### config.mk
export PLATFORM = sky130hd
export DESIGN_NAME = v6_peak_finder
export DESIGN_NICKNAME = d
export VERILOG_FILES = /design/src/rtl/v6_peak_finder_pkg.sv /design/src/rtl/v6_peak_result_reg.sv /design/src/rtl/v6_peak_finder.sv
export SDC_FILE = /design/constraint.sdc
export NUM_CORES = 1
export LEC_CHECK = 0
export ABC_AREA = 1
export CAP_MARGIN = 0
export CORE_MARGIN = 2
export CORE_UTILIZATION = 55
export DETAILED_ROUTE_END_ITERATION = 8
export GPL_TIMING_DRIVEN = 0
export PLACE_DENSITY = 0.78
export SYNTH_ARGS = -nofsm -noshare
export SYNTH_HDL_FRONTEND = slang
export SYNTH_SLANG_ARGS = --single-unit
### constraint.sdc
create_clock -name clk -period 7.8 [get_ports clk]
set_clock_uncertainty 0.2 [all_clocks]
set_input_delay 1.56 -clock clk [delete_from_list [all_inputs] [get_ports clk]]
set_output_delay 1.56 -clock clk [all_outputs]
set_load 0.1 [all_outputs]
### src/rtl/v6_peak_finder_pkg.sv
// Shared settings for the v6 peak finder: sample width, default tuning values and FSM encoding.
// Imported by the peak finder top and its result register.
package v6_peak_finder_pkg;

   // Filter output is SIZE_FILTER_DATA+1 bits wide, two's complement.
   localparam int unsigned SIZE_FILTER_DATA = 15;

   localparam int unsigned DEFAULT_HYST      = 16;
   localparam int unsigned DEFAULT_MIN_WIDTH = 3;
   localparam int unsigned DEFAULT_MAX_WIDTH = 64;
   localparam int unsigned DEFAULT_HOLDOFF   = 4;
   localparam int unsigned DEFAULT_TS_WIDTH  = 32;

   typedef enum logic [1:0] {
      StIdle,
      StArmed,
      StHoldoff
   } peak_state_e;

   function automatic logic [15:0] sat_inc16(input logic [15:0] value);
      return (value == 16'hFFFF) ? value : value + 16'd1;
   endfunction

endpackage

### src/rtl/v6_peak_result_reg.sv
// Single-entry valid/ack holding register for peak results; counts results lost while full.
// A result offered in the same cycle as an ack replaces the one being taken.
module v6_peak_result_reg
   import v6_peak_finder_pkg::*;
#(
   parameter int unsigned DW = SIZE_FILTER_DATA + 1,
   parameter int unsigned TW = DEFAULT_TS_WIDTH,
   parameter int unsigned WW = 7
) (
   input  logic                 clk,
   input  logic                 reset,
   input  logic                 issue,
   input  logic signed [DW-1:0] issue_amplitude,
   input  logic [TW-1:0]        issue_time,
   input  logic [WW-1:0]        issue_width,
   input  logic                 issue_pileup,
   input  logic                 peak_ack,
   output logic                 peak_valid,
   output logic signed [DW-1:0] peak_amplitude,
   output logic [TW-1:0]        peak_time,
   output logic [WW-1:0]        peak_width,
   output logic                 peak_pileup,
   output logic [15:0]          drop_count
);

   logic load;
   assign load = issue && (!peak_valid || peak_ack);

   always_ff @(posedge clk) begin
      if (reset) begin
         peak_valid     <= 1'b0;
         peak_amplitude <= '0;
         peak_time      <= '0;
         peak_width     <= '0;
         peak_pileup    <= 1'b0;
         drop_count     <= '0;
      end else begin
         if (load) begin
            peak_valid     <= 1'b1;
            peak_amplitude <= issue_amplitude;
            peak_time      <= issue_time;
            peak_width     <= issue_width;
            peak_pileup    <= issue_pileup;
         end else if (issue) begin
            // Register full and not being drained: keep the older result.
            drop_count <= sat_inc16(drop_count);
         end else if (peak_ack) begin
            peak_valid <= 1'b0;
         end
      end
   end

endmodule

### src/rtl/v6_peak_finder.sv
// Threshold/hysteresis pulse detector tracking each pulse's maximum, timestamp and width.
// Accepted pulses are handed to a single-entry result register drained by peak_valid/peak_ack.
module v6_peak_finder
   import v6_peak_finder_pkg::*;
#(
   parameter int unsigned HYST      = DEFAULT_HYST,
   parameter int unsigned MIN_WIDTH = DEFAULT_MIN_WIDTH,
   parameter int unsigned MAX_WIDTH = DEFAULT_MAX_WIDTH,
   parameter int unsigned HOLDOFF   = DEFAULT_HOLDOFF,
   parameter int unsigned TS_WIDTH  = DEFAULT_TS_WIDTH
) (
   input  logic                               clk,
   input  logic                               reset,
   input  logic signed [SIZE_FILTER_DATA:0]   filter_data,
   input  logic signed [SIZE_FILTER_DATA:0]   threshold,
   input  logic                               peak_ack,
   output logic                               peak_valid,
   output logic signed [SIZE_FILTER_DATA:0]   peak_amplitude,
   output logic [TS_WIDTH-1:0]                peak_time,
   output logic [$clog2(MAX_WIDTH+1)-1:0]     peak_width,
   output logic                               peak_pileup,
   output logic [15:0]                        drop_count,
   output logic                               busy
);

   localparam int unsigned DW = SIZE_FILTER_DATA + 1;
   localparam int unsigned WW = $clog2(MAX_WIDTH + 1);
   localparam int unsigned HW = (HOLDOFF > 1) ? $clog2(HOLDOFF) : 1;

   localparam logic [WW-1:0]        MAX_W     = WW'(MAX_WIDTH);
   localparam logic [WW-1:0]        MIN_W     = WW'(MIN_WIDTH);
   localparam logic [HW-1:0]        HOLD_LAST = HW'(HOLDOFF - 1);
   localparam logic signed [DW:0]   HYST_EXT  = (DW + 1)'(HYST);

   // Input stage
   logic signed [DW-1:0] x_q;
   logic [TS_WIDTH-1:0]  ts_cnt_q;
   logic [TS_WIDTH-1:0]  ts_q;

   always_ff @(posedge clk) begin
      if (reset) begin
         x_q      <= '0;
         ts_q     <= '0;
         ts_cnt_q <= '0;
      end else begin
         x_q      <= filter_data;
         ts_q     <= ts_cnt_q;
         ts_cnt_q <= ts_cnt_q + 1'b1;
      end
   end

   // One extra bit so threshold - HYST cannot wrap at the negative end.
   logic signed [DW:0] thr_lo;
   logic signed [DW:0] x_ext;
   logic               below_lo;

   assign thr_lo   = {threshold[DW-1], threshold} - HYST_EXT;
   assign x_ext    = {x_q[DW-1], x_q};
   assign below_lo = (x_ext < thr_lo);

   // Pulse tracking FSM
   peak_state_e          state_q;
   logic signed [DW-1:0] max_q;
   logic [TS_WIDTH-1:0]  max_ts_q;
   logic [WW-1:0]        width_q;
   logic                 pileup_q;
   logic [HW-1:0]        hold_q;

   always_ff @(posedge clk) begin
      if (reset) begin
         state_q  <= StIdle;
         max_q    <= '0;
         max_ts_q <= '0;
         width_q  <= '0;
         pileup_q <= 1'b0;
         hold_q   <= '0;
      end else begin
         unique case (state_q)
            StIdle: begin
               if (x_q > threshold) begin
                  state_q  <= StArmed;
                  max_q    <= x_q;
                  max_ts_q <= ts_q;
                  width_q  <= WW'(1);
                  pileup_q <= (MAX_W == WW'(1));
               end
            end
            StArmed: begin
               if (!below_lo) begin
                  if (width_q != MAX_W) begin
                     width_q <= width_q + WW'(1);
                  end
                  if (width_q >= MAX_W - WW'(1)) begin
                     pileup_q <= 1'b1;
                  end
                  // Strict compare: the earliest of equal maxima keeps its timestamp.
                  if (x_q > max_q) begin
                     max_q    <= x_q;
                     max_ts_q <= ts_q;
                  end
               end else begin
                  state_q <= (HOLDOFF == 0) ? StIdle : StHoldoff;
                  hold_q  <= HOLD_LAST;
               end
            end
            StHoldoff: begin
               if (hold_q == '0) begin
                  state_q <= StIdle;
               end else begin
                  hold_q <= hold_q - HW'(1);
               end
            end
            default: state_q <= StIdle;
         endcase
      end
   end

   // The ending sample is excluded, so the tracked width is already final here.
   logic issue;
   assign issue = (state_q == StArmed) && below_lo && (width_q >= MIN_W);
   assign busy  = (state_q != StIdle);

   v6_peak_result_reg #(
      .DW (DW),
      .TW (TS_WIDTH),
      .WW (WW)
   ) u_result_reg (
      .clk             (clk),
      .reset           (reset),
      .issue           (issue),
      .issue_amplitude (max_q),
      .issue_time      (max_ts_q),
      .issue_width     (width_q),
      .issue_pileup    (pileup_q),
      .peak_ack        (peak_ack),
      .peak_valid      (peak_valid),
      .peak_amplitude  (peak_amplitude),
      .peak_time       (peak_time),
      .peak_width      (peak_width),
      .peak_pileup     (peak_pileup),
      .drop_count      (drop_count)
   );

endmodule

==> out/results.tsv, run 1 <==
stage	metric	value	unit
pwr	p_leak	5.01	nW
placed_design	hpwl	17400	microns
yosys	syn_area	9750	sq um
critical_path	crit_path_max_fanout	10	
clocking	post_cts_buffers	0	
floorplanning	core_area	17300	sq um
layout	multiInputGateArea	4550	sq um
sta	max-slew-margin-rel	0.326	
critical_path	worstPathRequired	7.97	ns
floorplanning	dieArea	18800	sq um
sta	fin_crit_sh	0.670	
yosys	ys_seq_area_frac	0.437	
critical_path	worstReg2RegEnd	u_result_reg.peak_time[31]	
yosys	synth_nets	1446	
drt	via_count	8879	
drt	routed_wirelength	24000	microns
placed_design	port_buffers	107	
global_route	antenna_found_initial	0	
clocking	cts_root_buf	clkbuf_16	
yosys	async_flop_share	0	
placed_design	gp_congestion	0.908	
clocking	cts_tree	built	
critical_path	critPathArrivalTime	5.39	ns
clocking	cts_hold_buf	0	
critical_path	r2r_slack	4.94	ns
layout	diodes	0	
critical_path	crit_end	u_result_reg.peak_time[31]	
layout	area_growth	21.6	%
drt	first_iter_violations	489	
drt	wl_per_cell	13.9	microns
yosys	synth_seq_cells	213	
global_route	grt_pass1_vias	8367	
sta	setup_viol	0	
global_route	grt_pass1_wl	39600	microns
clocking	htree_levels	1	
placed_design	dpl-instance-area	11100	sq um
critical_path	ff2ff_path_depth	14	
sta	tightest_slew	1.01	ns
sta	post-route-min-period	5.23	ns
critical_path	start_kind	input pin	
job	cap_violations	0	
clocking	clk_pin_slew	0.06	ns
drt	ant_nets	0	
yosys	yosysWarnings	0	
floorplanning	start_util	0.564	
global_route	overflow	0	
yosys	syn_avg_cell_area	7.17	sq um
yosys	ys_types	30	
yosys	synth_ff_type	dfxtp_1	
hold_path	hp-class	flop to flop	
critical_path	critical_path.startpoint	threshold[6]	
clocking	ctsResizeCount	0	
outcome	outcome	completed	
clocking	cts_buffers	23	
layout	nFillCells	1459	
clocking	cts.sinks	213	
yosys	synth_top_area_share	0.437	
floorplanning	ios	109	
layout	layout-drive-gt1-share	0.0471	
sta	slew_viol_final	0	
placed_design	dp.cells	1692	
drt	via_per_inst	5.13	
floorplanning	dieWidth	137	microns
critical_path	reg2reg_from	x_q[15]	
critical_path	crit_path_end_kind	flop	
layout	nets	1578	
placed_design	dp_slack	2.10	ns
floorplanning	std_cell_rows	48	
pwr	p_total	3.03	mW
layout	regArea	4260	sq um
yosys	netlist_instances	1360	
yosys	synth_edf_count	0	
clocking	clock_latency	0.51	ns
critical_path	path_class	input pin to flop	
pwr	vdd.ir_drop.worst	222	uV
sta	fin_ws	2.57	ns
global_route	grt_max_degree	15	
sta	fmax	0.191	GHz
floorplanning	dieHeight	137	microns
yosys	netlist_top_cells_area	dfxtp_1 44%, nand2_1 11%, nor2_1 8.7%	
layout	final_util	0.686	
layout	fin_area	11900	sq um
drt	dr.pass1.iters	5	
drt	drc	0	
global_route	grtUsageTotal	0.260	
pwr	power_density	255	nW/um^2
layout	fin_cells	1732	
clocking	cts_buffer_depth	3	
sta	rsz0062_at_grt	no	
sta	whs	0.245	ns
sta	final.setup.tns	0	ns
yosys	yosys.area.top_type	dfxtp_1	
sta	hold_violations	0	
==> cells by family (layout without fill, tap and decap cells) <==
logic type	Yosys count	count (layout)	share of synthesized area
adders and majority gates	51	51	0.0654
buffers and inverters	228	375	0.0962
and+or+nand+nor	699	699	0.302
AOI/OAI and AO/OA	143	143	0.0760
xor gates and xnor gates	26	26	0.0234
DFF	213	213	0.437
==> layout make-up <==
cell class              count  share of cell area
clock buffers              29              0.0538
repair buffers            107              0.0903
multi-input cells         919               0.384
clock inverters            11             0.00992
plain buffers              58              0.0253
well taps                 225              0.0237
inverters                 170              0.0538
flip-flops and latches    213               0.360
==> worst min path at each step <==
stage / cells past startpoint / slack, ns / startpoint / to
floorplan: 2 / 0.22 / ts_cnt_q[31] / ts_q[31]
CTS: 2 / 0.25 / pileup_q / pileup_q
global route: 2 / 0.27 / ts_cnt_q[31] / ts_q[31]
finish: 2 / 0.24 / pileup_q / pileup_q
global placement: 2 / 0.23 / pileup_q / pileup_q
detailed placement: 2 / 0.24 / ts_cnt_q[31] / ts_q[31]
==> metal layers <==
layer	part of all wire	GRT usage	wire, microns
met4	0.024	0.0693	575
met1	0.47	0.345	11200
met5	0	0	0
met3	0.058	0.0430	1390
met2	0.45	0.438	10800
==> power breakdown <==
group          internal [mW]  switching [mW]  leakage, nW
Clock                  0.645           0.440        0.371
Combinational          0.233           0.454         2.90
Sequential              1.19          0.0660         1.73
Total                   2.07           0.960         5.01
==> synthesized netlist by cell type (8+ instances only) <==
master and count:
a21oi_1 113, buf_2 12, buf_4 8, clkbuf_1 32, dfxtp_1 213, ha_1 51, inv_1 169, nand2_1 297
nand3_1 91, nand4_1 28, nor2_1 225, nor3_1 33, nor3b_1 9, o21ai_0 19, xor2_1 20
==> worst max-delay path, stage by stage <==
cell             delay [ns]
clkdlybuf4s50_1        0.46
inv_1                  0.11
nand3_1                0.11
nor3_1                 0.28
nand3_1                0.17
nor3_1                 0.29
nand3_1                0.17
xor2_1                 0.18
ha_1                   0.28
nand2_1                0.07
nor2_1                 0.15
nand2_1                0.11
nor2_1                 0.11
nor2_1                 0.06
nand3b_1               0.16
nand3_2                0.13
nor2_4                 0.25
nand2_1                0.16
buf_4                  0.22
buf_4                  0.19
nand2_1                0.08
a21oi_1                0.06
==> sequential cells by signal (all words and copies together) (netlist names), 2 cells and up <==
register and count:
ts_q 32, max_q 16, ts_cnt_q 32, u_result_reg.drop_count 16, u_result_reg.peak_time 32, state_q 2, hold_q 2, x_q 16
width_q 7, u_result_reg.peak_width 7, max_ts_q 32, u_result_reg.peak_amplitude 16
==> layout by cell type (no fill, tap or decap), drive strengths merged, types with 2 or more instances in the layout <==
cell type and n:
bufinv 2, o211ai 2, o21ai 19, nand3 93, nor3b 9, nand2 299, inv 171, dfxtp 213
xor2 20, clkbuf 61, nand4 28, ha 51, nor4 6, nand3b 2, buf 26, xnor2 6
o21a 4, clkinvlp 2, a21o 3, a31oi 2, nor3 33, a21oi 113, clkdlybuf4s50 107, clkinv 6
nor2 228
No activity file was read; power rests on OpenSTA's default activity.
==> run 2: changes to the inputs <==
--- a/config.mk
+++ b/config.mk
@@ -8,10 +8,10 @@
 export ABC_AREA = 1
 export CAP_MARGIN = 0
 export CORE_MARGIN = 2
-export CORE_UTILIZATION = 55
+export CORE_UTILIZATION = 51
 export DETAILED_ROUTE_END_ITERATION = 8
 export GPL_TIMING_DRIVEN = 0
-export PLACE_DENSITY = 0.78
+export PLACE_DENSITY = 0.76
 export SYNTH_ARGS = -nofsm -noshare
 export SYNTH_HDL_FRONTEND = slang
 export SYNTH_SLANG_ARGS = --single-unit
==> constraint.sdc (replaced) <==
create_clock -name clk -period 4.75 [get_ports clk]
set_clock_uncertainty 0.2 [all_clocks]
set_input_delay 0.95 -clock clk [delete_from_list [all_inputs] [get_ports clk]]
set_output_delay 0.95 -clock clk [all_outputs]
set_load 0.1 [all_outputs]
==> run 2 against run 1 <==
Effect of this change: wire length up 0.63%; power up 64%; critical path type unchanged; via count down 0.52%; worst setup slack worse by 2.3 ns; non-clock buffer count unchanged.
==> out/results.tsv, run 2 (synthesis results as in run 1) <==
stage	metric	value	unit	change
drt	wl_per_cell	13.9	microns	about the same
pwr	clkPwrFrac	0.356		was 0.358
global_route	grt_max_degree	15		unchanged
pwr	p_sw_frac	0.323		was 0.317
layout	area_growth	21.8	%	was 21.6%
floorplanning	dieWidth	142	microns	was 137 microns
global_route	grt_pass1_wl	39900	microns	was 39600 microns
floorplanning	core_area	18700	sq um	was 17300 sq um
pwr	vdd.ir_drop.worst	252	uV	was 222 uV
critical_path	critPathArrivalTime	4.65	ns	was 5.39 ns
drt	via_count	8833		was 8879
sta	rsz0062_at_grt	no		unchanged
critical_path	crit_chain	clkdlybuf4s50_1 > inv_1 > nand3_1 > nor3_2 > nand3_1 > nor3_1 > nand3_1 > xor2_1 > ha_1 > nand2_1 > nor2_1 > nand2_1 > nor2_1 > nor2_1 > nand3b_1 > nand3_2 > nor2_4 > nand2_1 > buf_4 > buf_4 > nand2_1 > a21oi_1		was clkdlybuf4s50_1 > inv_1 > nand3_1 > nor3_1 > nand3_1 > nor3_1 > nand3_1 > xor2_1 > ha_1 > nand2_1 > nor2_1 > nand2_1 > nor2_1 > nor2_1 > nand3b_1 > nand3_2 > nor2_4 > nand2_1 > buf_4 > buf_4 > nand2_1 > a21oi_1
sta	fin_crit_sh	0.946		
critical_path	worstPathRequired	4.91	ns	was 7.97 ns
sta	setup_viol	0		unchanged
floorplanning	std_cell_rows	50		was 48
drt	drc	0		unchanged
hold_path	holdPathStages	2		unchanged
clocking	cts_hold_buf	0		unchanged
hold_path	hp-class	flop to flop		unchanged
clocking	htree_levels	1		unchanged
sta	fmax	0.223	GHz	
floorplanning	start_util	0.521		was 0.564
pwr	comb_power_share	0.229		was 0.227
layout	layout_common_cells	297 x nand2_1, 225 x nor2_1, 213 x dfxtp_1		unchanged
placed_design	dp_slack	-0.333	ns	was 2.10 ns
pwr	intPower	3.37	mW	was 2.07 mW
drt	via_per_inst	5.07		was 5.13
drt	first_iter_violations	429		was 489
critical_path	crit_path_max_fanout	10		unchanged
clocking	clk_pin_slew	0.06	ns	about the same
outcome	outcome	completed		unchanged
sta	max-slew-margin-rel	0.339		was 0.326
drt	dr.pass1.iters	7		was 5
floorplanning	ios	109		unchanged
clocking	cts_tree	built		unchanged
global_route	antenna_found_initial	0		unchanged
pwr	p_leak	5.00	nW	was 5.01 nW
job	cap_violations	0		unchanged
sta	final.setup.tns	0	ns	unchanged
critical_path	start_kind	input pin		unchanged
critical_path	crit_family	simple AND/OR/NAND/NOR gates		unchanged
critical_path	reg2reg_from	x_q[12]		was x_q[15]
placed_design	gp_congestion	0.877		was 0.908
clocking	clock_latency	0.52	ns	was 0.51 ns
pwr	p_sw	1.61	mW	was 0.960 mW
global_route	grtUsageTotal	0.241		was 0.260
hold_path	hold_end	max_ts_q[1]		was pileup_q
layout	layout-drive-gt1-share	0.0491		was 0.0471
clocking	cts_buffers	23		unchanged
critical_path	ff2ff_path_depth	15		was 14
layout	final_common_cell	nand2_1		unchanged
critical_path	slowest_delay	0.47	ns	was 0.46 ns
pwr	p_total	4.97	mW	was 3.03 mW
clocking	cts_root_buf	clkbuf_16		unchanged
pwr	power_density	419	nW/um^2	was 255 nW/um^2
critical_path	crit_top_cell	nand2_1		unchanged
clocking	ctsResizeCount	0		unchanged
global_route	overflow	0		unchanged
pwr	seqPwrFrac	0.415		about the same
critical_path	worstReg2RegEnd	u_result_reg.peak_pileup		was u_result_reg.peak_time[31]
critical_path	r2r_slack	1.88	ns	was 4.94 ns
layout	nets	1578		unchanged
sta	hold_violations	0		unchanged
clocking	post_cts_buffers	0		unchanged
floorplanning	dieHeight	142	microns	was 137 microns
sta	slew_viol_final	0		unchanged
layout	diodes	0		unchanged
clocking	cts_buffer_depth	3		unchanged
drt	routed_wirelength	24100	microns	was 24000 microns
critical_path	path_buf_inv	4		unchanged
placed_design	port_buffers	107		unchanged
sta	fin_ws	0.258	ns	was 2.57 ns
drt	ant_nets	0		unchanged
critical_path	path_class	input pin to flop		unchanged
critical_path	critical_path.startpoint	threshold[6]		unchanged
global_route	grt_pass1_vias	8459		was 8367
sta	tightest_slew	0.988	ns	was 1.01 ns
hold_path	worstHoldStart	ts_q[1]		was pileup_q
critical_path	crit_path_end_kind	flop		unchanged
sta	post-route-min-period	4.49	ns	
critical_path	critPathSlowestCell	clkdlybuf4s50_1		unchanged
placed_design	hpwl	17400	microns	about the same
floorplanning	dieArea	20200	sq um	was 18800 sq um
clocking	cts.sinks	213		unchanged
==> run 2: final cells by class <==
type / instances / area [sq um]
plain buffers: 58 / 300
clock buffers: 30 / 652
clock inverters: 11 / 101
fillers: 1688 / 6830
inverters: 170 / 638
multi-input cells: 919 / 4560
flip-flops and latches: 213 / 4260
well taps: 234 / 293
repair buffers: 107 / 1070
==> run 2: power groups by stage <==
stage	clock [mW]	sequential [mW]	combinational, mW
2_1_floorplan	0	2.15	0.771
3_3_place_gp	0	2.09	1.09
3_5_place_dp	0	2.10	1.12
4_1_cts	1.80	2.06	1.14
5_1_grt	1.87	2.08	1.29
6_report	1.77	2.06	1.14
==> run 2: routing by layer <==
metal  GRT usage  part of all wire  routed length [microns]  vias to the layer above
met5           0                 0                        0                        -
met1       0.321              0.47                    11400                     3965
met4      0.0737             0.023                      556                        0
li1            -                 -                        -                     4581
met3      0.0340             0.052                     1260                       50
met2       0.406              0.45                    11000                      237
==> run 2: how the worst max path moves through the flow <==
| stage | cells past startpoint | end |
|---|---|---|
| floorplan | 21 | u_result_reg.peak_amplitude[0] |
| global placement | 22 | u_result_reg.peak_amplitude[1] |
| finish | 22 | u_result_reg.peak_pileup |
| detailed placement | 22 | u_result_reg.peak_pileup |
| global route | 22 | u_result_reg.peak_amplitude[4] |
| CTS | 22 | u_result_reg.peak_pileup |
==> run 2: worst register-to-register path, cell delays in order, from the launching register on <==
cell and delay, ns:
dfxtp_1 0.43, ha_1 0.28, a21oi_1 0.18, nand2_1 0.11
nand2_1 0.07, nand2_1 0.07, nor2_1 0.12, nand2_1 0.06
nand2_1 0.11, nand3_2 0.11, nor2_4 0.26, nand2_1 0.17
buf_4 0.22, buf_4 0.20, nand2_1 0.08, a21oi_1 0.06
==> run 2: through the flow <==
| step | hold WS (ns) | cells | area [sq um] | utilization |
|---|---|---|---|---|
| 5_1_grt | 0.270 | 1742 | 11900 | 0.635 |
| 2_1_floorplan | 0.216 | 1360 | 9750 | - |
| 3_3_place_gp | 0.235 | 1701 | 11100 | 0.594 |
| 3_5_place_dp | 0.238 | 1701 | 11100 | 0.594 |
| 4_1_cts | 0.239 | 1742 | 11900 | 0.635 |
| 6_report | 0.239 | 1742 | 11900 | 0.635 |
